<file path="config.mk">
export PLATFORM = sky130hd
export DESIGN_NAME = bus_drive_decoder_flat
export DESIGN_NICKNAME = d
export VERILOG_FILES = /design/src/rtl/bus_drive_decoder_if.sv /design/src/rtl/bus_drive_decoder.sv /design/src/flat_wrapper.sv
export SDC_FILE = /design/constraint.sdc
export NUM_CORES = 1
export LEC_CHECK = 0
export ABC_AREA = 1
export ABC_CLOCK_PERIOD_IN_PS = 1650
export CORE_UTILIZATION = 48
export CTS_CLUSTER_SIZE = 25
export DETAILED_ROUTE_END_ITERATION = 10
export PLACE_DENSITY_LB_ADDON = 0.2
export SYNTH_ARGS = -nofsm -noshare
export SYNTH_HDL_FRONTEND = slang
export SYNTH_SLANG_ARGS = --single-unit
</file>
<file path="constraint.sdc">
create_clock -name clk -period 1.65 [get_ports clk]
set_input_delay 0.33 -clock clk [delete_from_list [all_inputs] [get_ports clk]]
set_output_delay 0.33 -clock clk [all_outputs]
set_load 0.02 [all_outputs]
</file>
<file path="src/rtl/bus_drive_decoder_if.sv">
// Request/drive bundle between a bus requester and the bus drive decoder.
// The requester drives the request fields; the decoder returns the drive state.
interface bus_drive_decoder_if #(
  parameter int HOLD_W = 4
);
  logic              req_valid;
  logic              req_ready;
  logic [4:0]        req_sel;
  logic [HOLD_W-1:0] req_hold;
  logic              abort;
  logic [31:0]       drive_en;
  logic [4:0]        drive_idx;
  logic              busy;
  logic              done;

  modport master (
    output req_valid, req_sel, req_hold, abort,
    input  req_ready, drive_en, drive_idx, busy, done
  );

  modport slave (
    input  req_valid, req_sel, req_hold, abort,
    output req_ready, drive_en, drive_idx, busy, done
  );
endinterface

</file>
<file path="src/rtl/bus_drive_decoder.sv">
// Registered 5-to-32 one-hot bus drive enable with programmable hold length
// and a mandatory one-cycle dead gap between drives.
module bus_drive_decoder #(
  parameter int HOLD_W = 4
) (
  input  logic               clk,
  input  logic               clr_n,
  bus_drive_decoder_if.slave bus
);

  typedef enum logic [1:0] {
    IDLE  = 2'd0,
    DRIVE = 2'd1,
    GAP   = 2'd2
  } state_t;

  state_t            state, state_nxt;
  logic [HOLD_W-1:0] cnt, cnt_nxt;
  logic [31:0]       drive_en_p1, drive_en_nxt;
  logic [4:0]        drive_idx_p1, drive_idx_nxt;
  logic              done_p1, done_nxt;
  logic              busy_p1, busy_nxt;

  // A hold of zero still drives for one cycle, so it loads the same count as one.
  function automatic logic [HOLD_W-1:0] load_count(input logic [HOLD_W-1:0] hold);
    return (hold == '0) ? '0 : hold - HOLD_W'(1);
  endfunction

  function automatic logic [31:0] one_hot(input logic [4:0] sel);
    return 32'd1 << sel;
  endfunction

  always_comb begin
    state_nxt     = state;
    cnt_nxt       = cnt;
    drive_en_nxt  = drive_en_p1;
    drive_idx_nxt = drive_idx_p1;
    done_nxt      = 1'b0;
    busy_nxt      = busy_p1;

    case (state)
      IDLE: begin
        drive_en_nxt = '0;
        busy_nxt     = 1'b0;
        if (bus.req_valid) begin
          drive_idx_nxt = bus.req_sel;
          drive_en_nxt  = one_hot(bus.req_sel);
          cnt_nxt       = load_count(bus.req_hold);
          busy_nxt      = 1'b1;
          state_nxt     = DRIVE;
        end
      end
      DRIVE: begin
        busy_nxt = 1'b1;
        if ((cnt == '0) || bus.abort) begin
          drive_en_nxt = '0;
          done_nxt     = 1'b1;
          state_nxt    = GAP;
        end else begin
          cnt_nxt = cnt - HOLD_W'(1);
        end
      end
      GAP: begin
        drive_en_nxt = '0;
        busy_nxt     = 1'b0;
        state_nxt    = IDLE;
      end
      default: begin
        drive_en_nxt = '0;
        busy_nxt     = 1'b0;
        state_nxt    = IDLE;
      end
    endcase
  end

  // Output register stage: everything the bus sees comes straight from flops.
  always_ff @(posedge clk) begin
    if (!clr_n) begin
      state        <= IDLE;
      cnt          <= '0;
      drive_en_p1  <= '0;
      drive_idx_p1 <= '0;
      done_p1      <= 1'b0;
      busy_p1      <= 1'b0;
    end else begin
      state        <= state_nxt;
      cnt          <= cnt_nxt;
      drive_en_p1  <= drive_en_nxt;
      drive_idx_p1 <= drive_idx_nxt;
      done_p1      <= done_nxt;
      busy_p1      <= busy_nxt;
    end
  end

  assign bus.req_ready = (state == IDLE);
  assign bus.drive_en  = drive_en_p1;
  assign bus.drive_idx = drive_idx_p1;
  assign bus.done      = done_p1;
  assign bus.busy      = busy_p1;

endmodule

</file>
<file path="src/flat_wrapper.sv">
// flat-port wrapper written by rule: the top's interface ports become plain ports
module bus_drive_decoder_flat 
#(
  parameter int HOLD_W = 4
)
  (clk, clr_n, bus_req_valid, bus_req_sel, bus_req_hold, bus_abort, bus_req_ready, bus_drive_en, bus_drive_idx, bus_busy, bus_done);
  bus_drive_decoder_if #(.HOLD_W(HOLD_W)) bus_i ();
  input  logic clk;
  input  logic clr_n;
  input wire logic [$bits(bus_i.req_valid)-1:0] bus_req_valid;
  input wire logic [$bits(bus_i.req_sel)-1:0] bus_req_sel;
  input wire logic [$bits(bus_i.req_hold)-1:0] bus_req_hold;
  input wire logic [$bits(bus_i.abort)-1:0] bus_abort;
  output wire logic [$bits(bus_i.req_ready)-1:0] bus_req_ready;
  output wire logic [$bits(bus_i.drive_en)-1:0] bus_drive_en;
  output wire logic [$bits(bus_i.drive_idx)-1:0] bus_drive_idx;
  output wire logic [$bits(bus_i.busy)-1:0] bus_busy;
  output wire logic [$bits(bus_i.done)-1:0] bus_done;
  assign bus_i.req_valid = bus_req_valid;
  assign bus_i.req_sel = bus_req_sel;
  assign bus_i.req_hold = bus_req_hold;
  assign bus_i.abort = bus_abort;
  assign bus_req_ready = bus_i.req_ready;
  assign bus_drive_en = bus_i.drive_en;
  assign bus_drive_idx = bus_i.drive_idx;
  assign bus_busy = bus_i.busy;
  assign bus_done = bus_i.done;
  bus_drive_decoder #(.HOLD_W(HOLD_W)) u_core (.clk(clk), .clr_n(clr_n), .bus(bus_i));
endmodule
</file>
* Word level (Yosys, flattened, before mapping)
Cells that the tools add are included.
Word-level totals: bits in registers 45, bits of input ports 13
Cells by class: $add $sub $neg 2, equal/unequal tests 4, shifts and indexed selects 1, muxes and demuxes 13, reductions and logical operators 9
Operators with widths (number):
- $mux 32 | 2
- $pmux 32 s2 | 1
- $shl 1x5->32 const A | 1
- $mux 4 | 3
- $logic_not 4->1 | 2
- $pmux 4 s2 | 1
- $sub 4x1->4 const B | 2
- $reduce_and 2->1 | 3
- $mux 2 | 2
- $ne 2x2->1 const B | 2
- $pmux 2 s2 | 1
- $reduce_and 3->1 | 1
- $eq 2x1->1 const B | 1
- $logic_not 2->1 | 1
- $mux 1 | 2
- $ne 2x1->1 const B | 1
- $pmux 1 s2 | 1
- $reduce_bool 2->1 | 1
- $logic_or 1x1->1 | 1

* Longest topological paths before layout
depth in word-level cells 4, mapped depth 8

* Worst setup path before layout
OpenSTA, ideal clock, no wires.
path type register to register, start point reg u_core.cnt[0], end point reg u_core.drive_en_p1[10], in the netlist u_core.bus.drive_en[10], setup time 0.117 ns, arrival time 1.152 ns, data required time 1.533 ns, path slack 0.381 ns, cell stages (with the launch flop) 8, buffers on the path 1, clock period less this slack 1.269 ns, path through dfxtp_1 -> inv_1 -> ha_1 -> nand2_1 -> nand3_2 -> clkbuf_1 -> o21ai_0 -> nor2_1
Between the ends: cells in the longest elaborated chain, start to end 3
Ends and longest elaborated chain:
- start, declared | RTL line bus_drive_decoder.sv:18 | logic [HOLD_W-1:0] cnt, cnt_nxt;
- start signal, assigned | RTL line bus_drive_decoder.sv:87 | cnt <= cnt_nxt;
- $logic_not 4->1 | RTL line bus_drive_decoder.sv:55 | if ((cnt == '0) || bus.abort) begin
- $logic_or 1x1->1 | RTL line bus_drive_decoder.sv:55
- $ne 2x1->1 (no line)
- end signal, assigned | RTL line bus_drive_decoder.sv:88 | drive_en_p1 <= drive_en_nxt;
- end, declared | RTL line bus_drive_decoder.sv:19 | logic [31:0] drive_en_p1, drive_en_nxt;
No other way between the ends. A chain may end at the register's enable or synchronous reset.

* Worst setup path in the final report
start point reg u_core.drive_en_p1[1], in the netlist u_core.bus.drive_en[1], end point out bus_drive_en[1]
RTL lines:
- end, declared | RTL line flat_wrapper.sv:15 | output wire logic [$bits(bus_i.drive_en)-1:0] bus_drive_en;
No word-level cell between the ends.

==> impl_metrics.yaml <==
detailed_routing:
  vias_per_cell: 4.957
  ant_nets: 0
  wl_um: 4682
  drt_iter0_markers: 99
  drcViolationCount: 0
  drt-wirelength-per-cell_um: 11.79
  firstDrtPassIters: 4
  vias: 1968
sta:
  fmax_ghz: 0.6229
  post-route-period-util: 0.9729
  hold_violations: 0
  fin_skew_ns: 0.007110
  setup_viol: 0
  relSlewSlack: 0.8262
  rsz0062_at_grt: "no"
  tightest_slew_ns: 0.2591
  final_max_slew_viol_count: 0
  worst_slack_ns: 0.04466
  setup_tns_ns: 0
  finalCriticalPeriod_ns: 1.605
global_routing:
  grt_first_pass_wirelength_um: 7679
  grtUsageTotal: 0.2307
  grt_max_degree: 21
  gr-total-overflow: 0
  antenna_found_initial: 0
  grt_pass1_vias: 1678
yosys:
  synth.area.top_cells: "dfxtp_1 44%, nor2_1 17%, o21ai_0 8.4%"
  synth-compound-area-share: 0.1305
  syn-num-nets: 303
  synthCells: 289
  avgSynthCellArea_sq_um: 7.031
  synth_seq_area_share: 0.4433
  synth_top_cell_by_area: "dfxtp_1"
  synth_fa_ha_area_frac: 0.006158
  synth_top_family_by_area: "simple AND/OR/NAND/NOR gates"
  synth_mux_area_frac: 0
  ys_types: 21
  synth_xor_area_frac: 0
  yosysTopAreaCellShare: 0.4433
  synth.cell_area_sq_mm: 0.002032
  synthSimpleGateAreaFrac: 0.3294
  yosysWarnings: 0
  synth_seq_cells: 45
clocking:
  cts_tree: "yes"
  cts.sinks: 45
  cts_buffer_depth: 2
  cts_buffers: 5
  htree_levels: 2
  cts_hold_buffers: 0
  clk_pin_slew_ns: 0.09
  cts-root-buf: "clkbuf_8"
  clk_latency_ns: 0.31
critical_path:
  criticalPathCategory: "register to primary output"
  slowest_stage: "clkdlybuf4s50_1"
  startpoint: "u_core.bus.drive_en[1]"
  r2r_start: "u_core.cnt[0]"
  cp-end-kind: "primary output"
  slowest_delay_ns: 0.61
  start_kind: "register"
  critical_path.max_fanout: 2
  critPathTopFamily: "buffers and inverters"
  cp_num_buf_inv: 1
  cp-endpoint: "bus_drive_en[1]"
  r2r_end: "u_core.bus.drive_en[29]"
  arrival_ns: 1.28
  reg2reg_setup_slack_ns: 0.19
  worst-path-stages: 1
  path_cells: "clkdlybuf4s50_1"
  rr_worst_depth: 7
  worst_ep_required_time_ns: 1.32
finish:
  drive_gt1_frac: 0.08934
  multi_input_area_sq_um: 947.2
  syn2layout_area_growth_pct: 34.17
  num_antenna_cells: 0
  final_nets: 360
  layout_common_cells: "94 x nor2_1, 50 x clkdlybuf4s50_1, 45 x dfxtp_1"
  mostFrequentLayoutCell: "nor2_1"
  fillers: 361
  regArea_sq_um: 900.9
floorplanning:
  rows: 23
  io_pins: 53
  core_area_sq_mm: 0.004029
  initial_core_util: 0.5043
  die_w_um: 67.07
  dieArea_sq_mm: 0.004498
  die_y_um: 67.07
status:
  status: "finished, final reports clean"
placed_design:
  numPortBuffers: 52
  place_ws_ns: 0.06882
  dp_hpwl_um: 3424
  place.gp.congestion: 0.8968
power:
  power.leakage_nw: 1.113
  power_density_mw_per_mm2: 863.5
  p_total_mw: 2.354
  ir_drop_mv: 0.5818
flow_run:
  cap_violations: 0
min_path:
  hold_class: "register to register"
[synthesized netlist by cell type (all sizes together)]
library cell,n
nand3,13
inv,20
nand2,30
ha,1
dfxtp,45
o21ai,34
buf,11
nand4,11
nor2,98
clkinv,3
a211oi,2
clkbuf,5
a21oi,16
[stage by stage]
step,area [sq um],utilization,instances,hold WS (ns)
finish,2726,0.6767,397,0.4658
floorplan,2032,-,289,0.4559
CTS,2724,0.6761,397,0.4695
detailed placement,2635,0.6540,389,0.4566
global route,2726,0.6767,397,0.4889
global placement,2635,0.6540,389,0.4518
[cell type report]
cell class / count / share of cell area
tap: 50 / 0.02295
timing repair buffer: 66 / 0.2345
clock inverter: 3 / 0.007802
multi-input combinational: 205 / 0.3474
sequential: 45 / 0.3304
clock buffer: 5 / 0.02524
inverter: 23 / 0.03167
[where the power goes]
part	leakage, nW	internal [mW]	switching, mW	total, mW
clock	0.0445	0.300	0.386	0.686
combinational	0.702	0.206	0.290	0.495
sequential	0.366	1.14	0.0320	1.17
total	1.11	1.65	0.708	2.35
[state kept, by name, summed over array words and instances (netlist names)]
name,flops
u_core.bus.busy,1
u_core.bus.done,1
u_core.bus.drive_en,32
u_core.bus.drive_idx,5
u_core.cnt,4
u_core.state,2
[layer usage]
layer / wire length (um) / track usage / up-vias
met2: 2068 / 0.3475 / 52
met4: 76 / 0.09574 / 0
li1: - / - / 1043
met1: 2288 / 0.3094 / 868
met5: 0 / 0 / -
met3: 248 / 0.05651 / 5
[worst min-delay path by stage]
| stage | start | end | slack [ns] | cells past startpoint |
|---|---|---|---|---|
| 4_1_cts | u_core.bus.drive_en[21] | u_core.bus.drive_en[21] | 0.47 | 2 |
| 3_3_place_gp | u_core.bus.drive_en[5] | u_core.bus.drive_en[5] | 0.45 | 2 |
| 2_1_floorplan | u_core.cnt[1] | u_core.cnt[1] | 0.46 | 2 |
| 5_1_grt | u_core.bus.drive_en[6] | u_core.bus.drive_en[6] | 0.49 | 2 |
| 6_report | u_core.bus.drive_en[21] | u_core.bus.drive_en[21] | 0.47 | 2 |
| 3_5_place_dp | u_core.bus.drive_en[21] | u_core.bus.drive_en[21] | 0.46 | 2 |
[cells by family (layout without fill, tap and decap cells)]
family	count (synthesis)	count (layout)
fa+ha+maj	1	1
compound gates	52	52
simple gates	152	152
flops	45	45
buf+inv	39	97
[repair_timing]
action,CTS,global route
setup endpoints to repair,1,1
buffers inserted,0,0
hold endpoints to repair,0,0
resized for setup,1,1
(Power assumes the default switching activity.)
